[src/rtl/wb_regfile_stage.sv]
// wb_regfile_stage
//   Writeback stage plus general-purpose register file for the XM23 datapath.
//   EX results are latched into a one-entry WB register and committed to
//   R0-R7 on the following edge (EX -> register file latency of two edges).
//   The 2xNREGxDATA_W gprc array is published to the execute units:
//   bank 0 holds the registers and bank 1 holds the constant table
//   {0, 1, 2, 4, 8, 16, 32, all-ones}.
//
// Optional feature macro: WB_BYPASS_EN
//   defined   : the pending WB value is forwarded into gprc[0][wb_dst], and
//               raw_hazard is tied low.
//   undefined : gprc[0] shows the registered file only, and raw_hazard flags
//               an EX read of the register that has a pending write.
//
// Ports
//   clk        in   rising-edge clock
//   rst        in   asynchronous, active-high reset
//   ex_valid   in   EX presents a result this cycle
//   ex_wb_en   in   result is to be written back
//   ex_dst     in   destination register index
//   ex_result  in   result value from EX
//   stall      in   hold WB register, suppress commit and PC update
//   flush      in   discard the EX result offered this cycle
//   pc_we      in   fetch-side PC (R7) update request
//   pc_next    in   new PC value
//   rd_req     in   EX is reading gprc[0][rd_idx] this cycle
//   rd_idx     in   register index EX reads
//   gprc       out  [1:0][NREG-1:0][DATA_W-1:0] register / constant banks
//   wb_valid   out  WB register holds an uncommitted write
//   raw_hazard out  EX read conflicts with the pending write
module wb_regfile_stage #(
  parameter int DATA_W = 16,
  parameter int NREG   = 8
) (
  input  logic                                  clk,
  input  logic                                  rst,
  input  logic                                  ex_valid,
  input  logic                                  ex_wb_en,
  input  logic [$clog2(NREG)-1:0]               ex_dst,
  input  logic [DATA_W-1:0]                     ex_result,
  input  logic                                  stall,
  input  logic                                  flush,
  input  logic                                  pc_we,
  input  logic [DATA_W-1:0]                     pc_next,
  input  logic                                  rd_req,
  input  logic [$clog2(NREG)-1:0]               rd_idx,
  output logic [1:0][NREG-1:0][DATA_W-1:0]      gprc,
  output logic                                  wb_valid,
  output logic                                  raw_hazard
);

  localparam int                IDX_W  = $clog2(NREG);
  localparam logic [IDX_W-1:0]  PC_IDX = IDX_W'(NREG - 1);

  // Constant bank: index 0 is zero, the last index is all-ones, the rest
  // are successive powers of two starting at 1.
  function automatic logic [DATA_W-1:0] const_val(input int idx);
    logic [DATA_W-1:0] one;
    one = {{(DATA_W-1){1'b0}}, 1'b1};
    if (idx == 0) begin
      return '0;
    end else if (idx == NREG - 1) begin
      return '1;
    end else begin
      return one << (idx - 1);
    end
  endfunction

  logic                         wb_valid_q, wb_valid_d;
  logic [IDX_W-1:0]             wb_dst_q,   wb_dst_d;
  logic [DATA_W-1:0]            wb_data_q,  wb_data_d;
  logic [NREG-1:0][DATA_W-1:0]  regs_q,     regs_d;

  // ---- EX -> WB capture ----
  always_comb begin
    wb_valid_d = wb_valid_q;
    wb_dst_d   = wb_dst_q;
    wb_data_d  = wb_data_q;
    if (!stall) begin
      wb_valid_d = ex_valid & ex_wb_en & ~flush;
      if (ex_valid & ex_wb_en & ~flush) begin
        wb_dst_d  = ex_dst;
        wb_data_d = ex_result;
      end
    end
  end

  // ---- WB -> register file commit ----
  always_comb begin
    regs_d = regs_q;
    if (!stall) begin
      if (pc_we) begin
        regs_d[PC_IDX] = pc_next;
      end
      // Applied after the PC update so a same-edge commit to R7 wins.
      if (wb_valid_q) begin
        regs_d[wb_dst_q] = wb_data_q;
      end
    end
  end

  always_ff @(posedge clk or posedge rst) begin
    if (rst) begin
      wb_valid_q <= 1'b0;
      wb_dst_q   <= '0;
      wb_data_q  <= '0;
      regs_q     <= '0;
    end else begin
      wb_valid_q <= wb_valid_d;
      wb_dst_q   <= wb_dst_d;
      wb_data_q  <= wb_data_d;
      regs_q     <= regs_d;
    end
  end

  // ---- read view for EX ----
`ifdef WB_BYPASS_EN
  logic unused_rd;
  assign unused_rd = ^{rd_req, rd_idx};
`endif

  always_comb begin
    for (int i = 0; i < NREG; i++) begin
      gprc[0][i] = regs_q[i];
      gprc[1][i] = const_val(i);
    end
`ifdef WB_BYPASS_EN
    if (wb_valid_q) begin
      gprc[0][wb_dst_q] = wb_data_q;
    end
    raw_hazard = 1'b0;
`else
    raw_hazard = rd_req & wb_valid_q & (rd_idx == wb_dst_q);
`endif
  end

  assign wb_valid = wb_valid_q;

endmodule

[config.mk]
export PLATFORM = sky130hd
export DESIGN_NAME = wb_regfile_stage
export DESIGN_NICKNAME = d
export VERILOG_FILES = /design/src/rtl/wb_regfile_stage.sv
export SDC_FILE = /design/constraint.sdc
export NUM_CORES = 1
export LEC_CHECK = 0
export ABC_AREA = 1
export CAP_MARGIN = 30
export CELL_PAD_IN_SITES_DETAIL_PLACEMENT = 0
export CELL_PAD_IN_SITES_GLOBAL_PLACEMENT = 1
export CORE_ASPECT_RATIO = 0.9
export CORE_UTILIZATION = 46
export DETAILED_ROUTE_END_ITERATION = 8
export DONT_BUFFER_PORTS = 1
export GPL_ROUTABILITY_DRIVEN = 0
export GPL_TIMING_DRIVEN = 0
export PLACE_DENSITY = 0.86
export SLEW_MARGIN = 5
export SYNTH_ARGS = -nofsm -noshare
export SYNTH_HDL_FRONTEND = slang
export SYNTH_SLANG_ARGS = --single-unit
[constraint.sdc]
create_clock -name clk -period 4.9 [get_ports clk]
set_input_delay 0.49 -clock clk [delete_from_list [all_inputs] [get_ports clk]]
set_output_delay 0.49 -clock clk [all_outputs]
set_load 0.005 [all_outputs]
==> flow_summary.ini, run 1 <==
[die]
pin_count = 304
die_w_um = 135
dieArea_mm2 = 0.0164
rows = 43
core_mm2 = 0.0154
die_h_um = 121
start_util = 0.472

[power_and_ir_drop]
ir_drop_mv = 0.364
p_leak_nw = 4.76
powerDensity_mw_per_mm2 = 447

[placement]
placed_cell_area_mm2 = 0.00805
place.detailed.hpwl_um = 12900
io_buffers = 0

[route]
ant_nets = 0
vias = 5065
wl_um = 18400
drc_errors = 0
routed_via_density = 4.42
drt_iter0_markers = 254
wire_per_inst_um = 16.1
first_pass_iters = 5

[timing]
fin_setup_tns_ns = 0
hold_violations = 0
fmax_mhz = 552
slew_headroom = 0.536
period_share = 0.370
worstMarginPinSlew_ns = 0.695
period_needed_ns = 1.81
rsz0062_at_grt = no
drv_slew = 0
clock_skew_ns = 0.00777
finalSetupViolations = 0

[synth]
synth_flop_cell = dfrtp_1
syn_area_per_cell_um2 = 9.29
synth_edf_count = 0
yosysUniqueCellTypes = 24
async_flop_share = 1.00
ys_seq_area_frac = 0.508
ys_seq_elements = 148
synth_cells = 785
yosysWarnings = 0
syn_area_mm2 = 0.00730

[finish]
utilization = 0.560
fin_nets = 977
final_common_cell = nand2_1
area_growth_pct = 18.6
design_area_mm2 = 0.00865
antennaDiodeCount = 0
drive_gt1_frac = 0.293
layout_common_cells = nand2_1 (194), dfrtp_1 (148), buf_4 (132)

[clocking]
cts_tree = built
cts_max_path_buffers = 2
clock_sinks = 148
cts_max_level = 4
root_buffer = clkbuf_16
clock_latency_ns = 0.41
cts_setup_buffers = 0
clk_pin_slew_ns = 0.07
cts_made_buffers = 17
cts_resized = 0
hold_buffers = 0

[critical_path]
worstSetupPathType = reg -> out
start_kind = flip-flop
required_ns = 4.41
end_kind = output pin
worst-path-max-fanout = 5
arrival_ns = 1.32

[global_routing]
antenna_found_initial = 0
grt_pass1_wl_um = 27400
grt_max_degree = 88
grt_use_total = 0.230
grt_pass1_vias = 4693
grt-ovfl-total = 0

[outcome]
status = completed

[job]
drv_cap = 0

[worst_hold_path]
hp-class = in -> async
-- power breakdown --
group          leakage, nW  internal, mW  switching (mW)
Combinational         2.58         0.278           0.429
Sequential            1.90          1.55           0.296
Clock                0.280         0.768           0.549
Total                 4.76          2.60            1.27
-- through the flow --
stage                     setup WS, ns  hold slack, ns  instances  power [mW]
after floorplan                  0.430           0.478        911        2.33
after detailed placement          3.38           0.466       1114        2.58
after global placement           -1.17           0.491       1113        2.55
final                             3.09          0.0114       1146        3.87
after global routing              2.96          0.0342       1146        4.09
after CTS                         3.06          0.0148       1146        3.91
-- path summary, 6_finish.rpt --
check	slack (ns)	start	to	depth (start not counted)
worst max register to register	3.37	wb_dst_q[0]	flip-flop	5
worst min-delay path	0.01	rst	asynchronous set/reset pin	1
worst max-delay path	3.09	wb_dst_q[0]	raw_hazard	3
worst min register to register	0.51	flip-flop	flip-flop	2
min in group clk	0.24	ex_result[10]	wb_data_q[10]	2
max in group asynchronous	4.02	rst	asynchronous set/reset pin	2
-- layout make-up --
cell class / count / area (µm²)
buffer: 161 / 1270
clock buffer: 18 / 429
clock inverter: 14 / 168
fill: 1393 / 6790
inverter: 57 / 219
multi-input combinational: 545 / 2580
sequential: 148 / 3700
tap: 202 / 253
timing repair buffer: 1 / 27.5
-- worst max-delay path: stages (launching register included) --
cell and delay [ns]:
dfrtp_1 0.47, a21oi_1 0.18, nand2_1 0.06, nor3_1 0.20
-- logic make-up (layout without fill, tap and decap cells) --
| group | count (synthesis) | in the layout | share of synthesized area |
|---|---|---|---|
| DFF | 148 | 148 | 0.508 |
| other | 2 | 128 | 0.00103 |
| xor gates and xnor gates | 1 | 1 | 0.00120 |
| AOI/OAI and AO/OA | 134 | 134 | 0.126 |
| buffers and inverters | 218 | 251 | 0.203 |
| and+or+nand+nor | 282 | 282 | 0.161 |
-- layer usage --
metal,GRT usage,part of all wire,vias up
met4,0.0716,0.0066,0
met3,0.0827,0.096,6
li1,-,-,2516
met2,0.367,0.48,201
met1,0.292,0.42,2342
met5,0,0,-
-- cells in the mapped netlist (all sizes together), types with 2 or more instances --
library cell  number  area, µm²
o21ai            115        823
nand2            206        823
nand3             17       85.1
buf              157       1250
inv               56        210
conb               2       7.51
nor2              57        245
clkbuf             4       15.0
a21oi             19       95.1
dfrtp            148       3700
nor3               2       21.3
No activity file was read; power rests on OpenSTA's default activity.
==> run 2: changes to the inputs <==
CORE_UTILIZATION = 42   (was 46)
PLACE_DENSITY = 0.83   (was 0.86)
clock period = 1.6 ns   (was 4.9 ns; I/O delays follow)
==> flow_summary.ini, run 2 (same netlist as run 1, synthesis figures left out) <==
[outcome]
status = completed

[timing]
finalSetupViolations = 0
slew_headroom = 0.493
hold_violations = 0
period_share = 0.941
period_needed_ns = 1.51
drv_slew = 0
worstMarginPinSlew_ns = 0.759
clock_skew_ns = 0.00823
rsz0062_at_grt = no
fmax_mhz = 664

[global_routing]
grt_pass1_vias = 4580
grt_max_degree = 42
grt_use_total = 0.212
antenna_found_initial = 0
grt-ovfl-total = 0
grt_pass1_wl_um = 27900

[die]
die_w_um = 141
start_util = 0.430
die_h_um = 127
dieArea_mm2 = 0.0179
core_mm2 = 0.0169
rows = 45
pin_count = 304

[route]
routed_via_density = 4.30
ant_nets = 0
first_pass_iters = 6
vias = 5162
drc_errors = 0
drt_iter0_markers = 236
wire_per_inst_um = 15.6
wl_um = 18800

[worst_hold_path]
hp-class = in -> reg
hold_start = stall
hold_depth = 3
hold_end = gprc[124]

[finish]
drive_gt1_frac = 0.290
seq_area_mm2 = 0.00370
design_area_mm2 = 0.00893
final_cells = 1201
multi_input_area_mm2 = 0.00258
antennaDiodeCount = 0
nFillCells = 1596
final_common_cell = nand2_1
fin_nets = 1000
area_growth_pct = 22.4
layout_common_cells = nand2_1 (194), dfrtp_1 (147), buf_4 (132)

[clocking]
cts_max_path_buffers = 2
cts_max_level = 4
cts_setup_buffers = 0
clock_sinks = 148
clk_pin_slew_ns = 0.06
cts_made_buffers = 17
clock_latency_ns = 0.42
cts_tree = built
root_buffer = clkbuf_16

[placement]
dp.cells = 1150
io_buffers = 0
place.detailed.hpwl_um = 13500
placed_cell_area_mm2 = 0.00815

[power_and_ir_drop]
p_seq_frac = 0.475
ir_drop_mv = 0.700
p_clk_frac = 0.337
swShare = 0.327
powerDensity_mw_per_mm2 = 1330
switchingPower_mw = 3.88
internal_power_mw = 8.00
p_leak_nw = 4.87
combPwrFrac = 0.187

[critical_path]
start_kind = flip-flop
worstSetupPathType = reg -> out
r2r_start = wb_dst_q[0]
arrival_ns = 1.35
r2r_slack_ns = 0.10
worst-path-max-fanout = 5
reg2reg_depth = 5
end_kind = output pin
required_ns = 1.44

[job]
drv_cap = 0
[run 2: cell types whose count changed in the layout (fill, tap and decap cells not counted), sizes merged]
cell / delta
clkinv: +5
dlygate4sd3: +20
inv: -4
buf: +3
clkbuf: +1
clkinvlp: -3
[run 2: power by group through the flow]
stage	Combinational, mW	Sequential, mW	Clock [mW]
after floorplan	1.74	5.39	0
after global placement	2.11	5.70	0
after detailed placement	2.20	5.72	0
after CTS	2.25	5.66	4.06
after global routing	2.51	5.76	4.24
final	2.23	5.65	4.01
[run 2: layout make-up]
type,instances,share of cell area
Buffer,161,0.142
Clock buffer,19,0.0496
Clock inverter,12,0.0160
Inverter,57,0.0244
Multi-Input combinational cell,545,0.289
Sequential cell,148,0.415
Tap cell,235,0.0329
Timing Repair Buffer,24,0.0314
[run 2: critical path: stages (launching register included)]
cell and delay [ns]:
dfrtp_1 0.48, a21oi_1 0.18, nand2_1 0.06, nor3_1 0.20
[run 2: repair_timing]
| item | 4_1_cts | 5_1_grt |
|---|---|---|
| setup endpoints to repair | 0 | 2 |
| hold endpoints to repair | 42 | 0 |
| hold buffers | 20 | 0 |
| gates resized for setup | 0 | 1 |
[run 2: how the worst max path moves through the flow]
stage          slack (ns)  cells after the start   startpoint                    endpoint
6_report             0.09                      3  wb_dst_q[0]                  raw_hazard
5_1_grt              0.02                      3  wb_dst_q[0]                  raw_hazard
4_1_cts              0.07                      5  wb_dst_q[0]                   flip-flop
3_5_place_dp         0.08                      5  wb_dst_q[0]                   flip-flop
3_3_place_gp        -1.22                      1          rst                   gprc[122]
2_1_floorplan       -0.42                      1          rst  asynchronous set/reset pin
[run 2: through the flow]
step           total power, mW  worst slack [ns]   util  setup TNS, ns  hold slack, ns
6_report                  11.9            0.0944  0.527              0          0.0198
5_1_grt                   12.5            0.0166  0.527              0          0.0105
4_1_cts                   12.0            0.0726  0.527              0         0.00716
3_5_place_dp              7.92            0.0831  0.481              0           0.111
3_3_place_gp              7.81             -1.22  0.476        -179.57           0.324
2_1_floorplan             7.13            -0.421      -         -62.31           0.304
[run 2: metal layers]
layer,vias up,track usage,share of wire
met2,197,0.347,0.48
met5,-,0,0
met1,2406,0.276,0.44
met3,9,0.0675,0.072
li1,2550,-,-
met4,0,0.0422,0.0067
==> run 3: changes to the inputs <==
REMOVE_ABC_BUFFERS = 1   (was default)
==> flow_summary.ini, run 3 (same netlist as run 1, synthesis figures left out) <==
[outcome]
status = completed

[global_routing]
grt_max_degree = 84
antenna_found_initial = 0
grt_use_total = 0.188
grt_pass1_wl_um = 25200
grt_pass1_vias = 4189
grt-ovfl-total = 0

[finish]
fin_nets = 843
multi_input_area_mm2 = 0.00265
design_area_mm2 = 0.00781
final_common_cell = nand2_1
nFillCells = 1612
final_cells = 1045
layout_common_cells = nand2_1 (194), dfrtp_1 (146), conb_1 (128)
antennaDiodeCount = 0
drive_gt1_frac = 0.159
seq_area_mm2 = 0.00371
area_growth_pct = 7.01

[timing]
fin_ws_ns = 0.0894
hold_violations = 0
slew_headroom = 0.441
fmax_mhz = 662
whs_ns = 0.0354
finalSetupViolations = 0
clock_skew_ns = 0.00988
period_needed_ns = 1.51
drv_slew = 0
rsz0062_at_grt = no
period_share = 0.944
worstMarginPinSlew_ns = 0.836

[placement]
place.detailed.hpwl_um = 10500
dp.cells = 987
io_buffers = 0
pre_cts_ws_ns = -0.247
placed_cell_area_mm2 = 0.00685

[critical_path]
path_cells = nor3_4 -> buf_12 -> nand2_4 -> nand2_1 -> o21ai_2
worstSetupPathType = reg -> reg
max_stage_delay_ns = 0.47
end_kind = flip-flop
critPathBufInv = 1
r2r_slack_ns = 0.09
cp_slowest_cell = dfrtp_1
worst-path-max-fanout = 32
required_ns = 1.89
reg2reg_depth = 5
start_kind = flip-flop
cp-startpoint = wb_dst_q[0]
cp_top_family = simple AND/OR/NAND/NOR gates
arrival_ns = 1.80
r2r_start = wb_dst_q[0]

[route]
drt_iter0_markers = 231
routed_via_density = 4.39
drc_errors = 0
wire_per_inst_um = 15.9
ant_nets = 0
wl_um = 16600
vias = 4591
first_pass_iters = 4

[die]
pin_count = 304
die_h_um = 127
start_util = 0.430
dieArea_mm2 = 0.0179
die_w_um = 141
core_mm2 = 0.0169
rows = 45

[clocking]
root_buffer = clkbuf_16
cts_tree = built
cts_max_level = 4
clock_latency_ns = 0.42
cts_max_path_buffers = 2
cts_made_buffers = 17
clk_pin_slew_ns = 0.06
clock_sinks = 148

[worst_hold_path]
hold_end = gprc[127]
hold_start = pc_next[15]
hp-class = in -> reg
hold_depth = 6

[power_and_ir_drop]
p_leak_nw = 4.08
ir_drop_mv = 0.800
powerDensity_mw_per_mm2 = 1480
total_power_mw = 11.6

[job]
drv_cap = 0
==> run 3: worst max-delay path by stage <==
stage,endpoint,slack (ns),cells past startpoint
5_1_grt,flip-flop,0.006,5
2_1_floorplan,asynchronous set/reset pin,-2.54,1
3_5_place_dp,flip-flop,-0.25,5
3_3_place_gp,asynchronous set/reset pin,-4.25,1
6_report,flip-flop,0.09,5
4_1_cts,flip-flop,-0.26,4
==> run 3: metal layers <==
metal | part of all wire | vias to the layer above | routed length, µm | GRT usage
li1 | - | 2236 | - | -
met1 | 0.43 | 2160 | 7090 | 0.242
met2 | 0.45 | 180 | 7540 | 0.286
met3 | 0.11 | 15 | 1800 | 0.0843
met4 | 0.010 | 0 | 169 | 0.0556
met5 | 0 | - | 0 | 0
==> run 3: power breakdown <==
group | internal [mW] | switching (mW)
clock | 2.55 | 1.61
sequential | 4.75 | 0.865
combinational | 0.681 | 1.13
==> run 3: timing repair <==
action                     4_1_cts  5_1_grt
buffers inserted                 0        5
hold endpoints to repair       100        0
setup endpoints to repair       65       66
gates resized for setup          0       11
pin swaps                        1        2
hold buffers                    21        0
==> run 3: worst min-delay path, delay by kind of cell <==
kind	cells	cell delay [ns]
and+or+nand+nor	5	0.22
buffers and inverters	1	0.04
==> run 3: final cells by class <==
class                   count  area share
multi-input cells         545       0.339
clock inverters            11      0.0189
flip-flops and latches    148       0.475
inverters                  57      0.0284
repair buffers             28      0.0426
clock buffers              21      0.0590
well taps                 235      0.0377
==> run 3: stage by stage <==
stage          TNS [ns]  utilization
4_1_cts          -14.25        0.453
3_5_place_dp     -13.42        0.404
6_report              0        0.461
3_3_place_gp    -648.77        0.401
2_1_floorplan   -375.87            -
5_1_grt               0        0.461
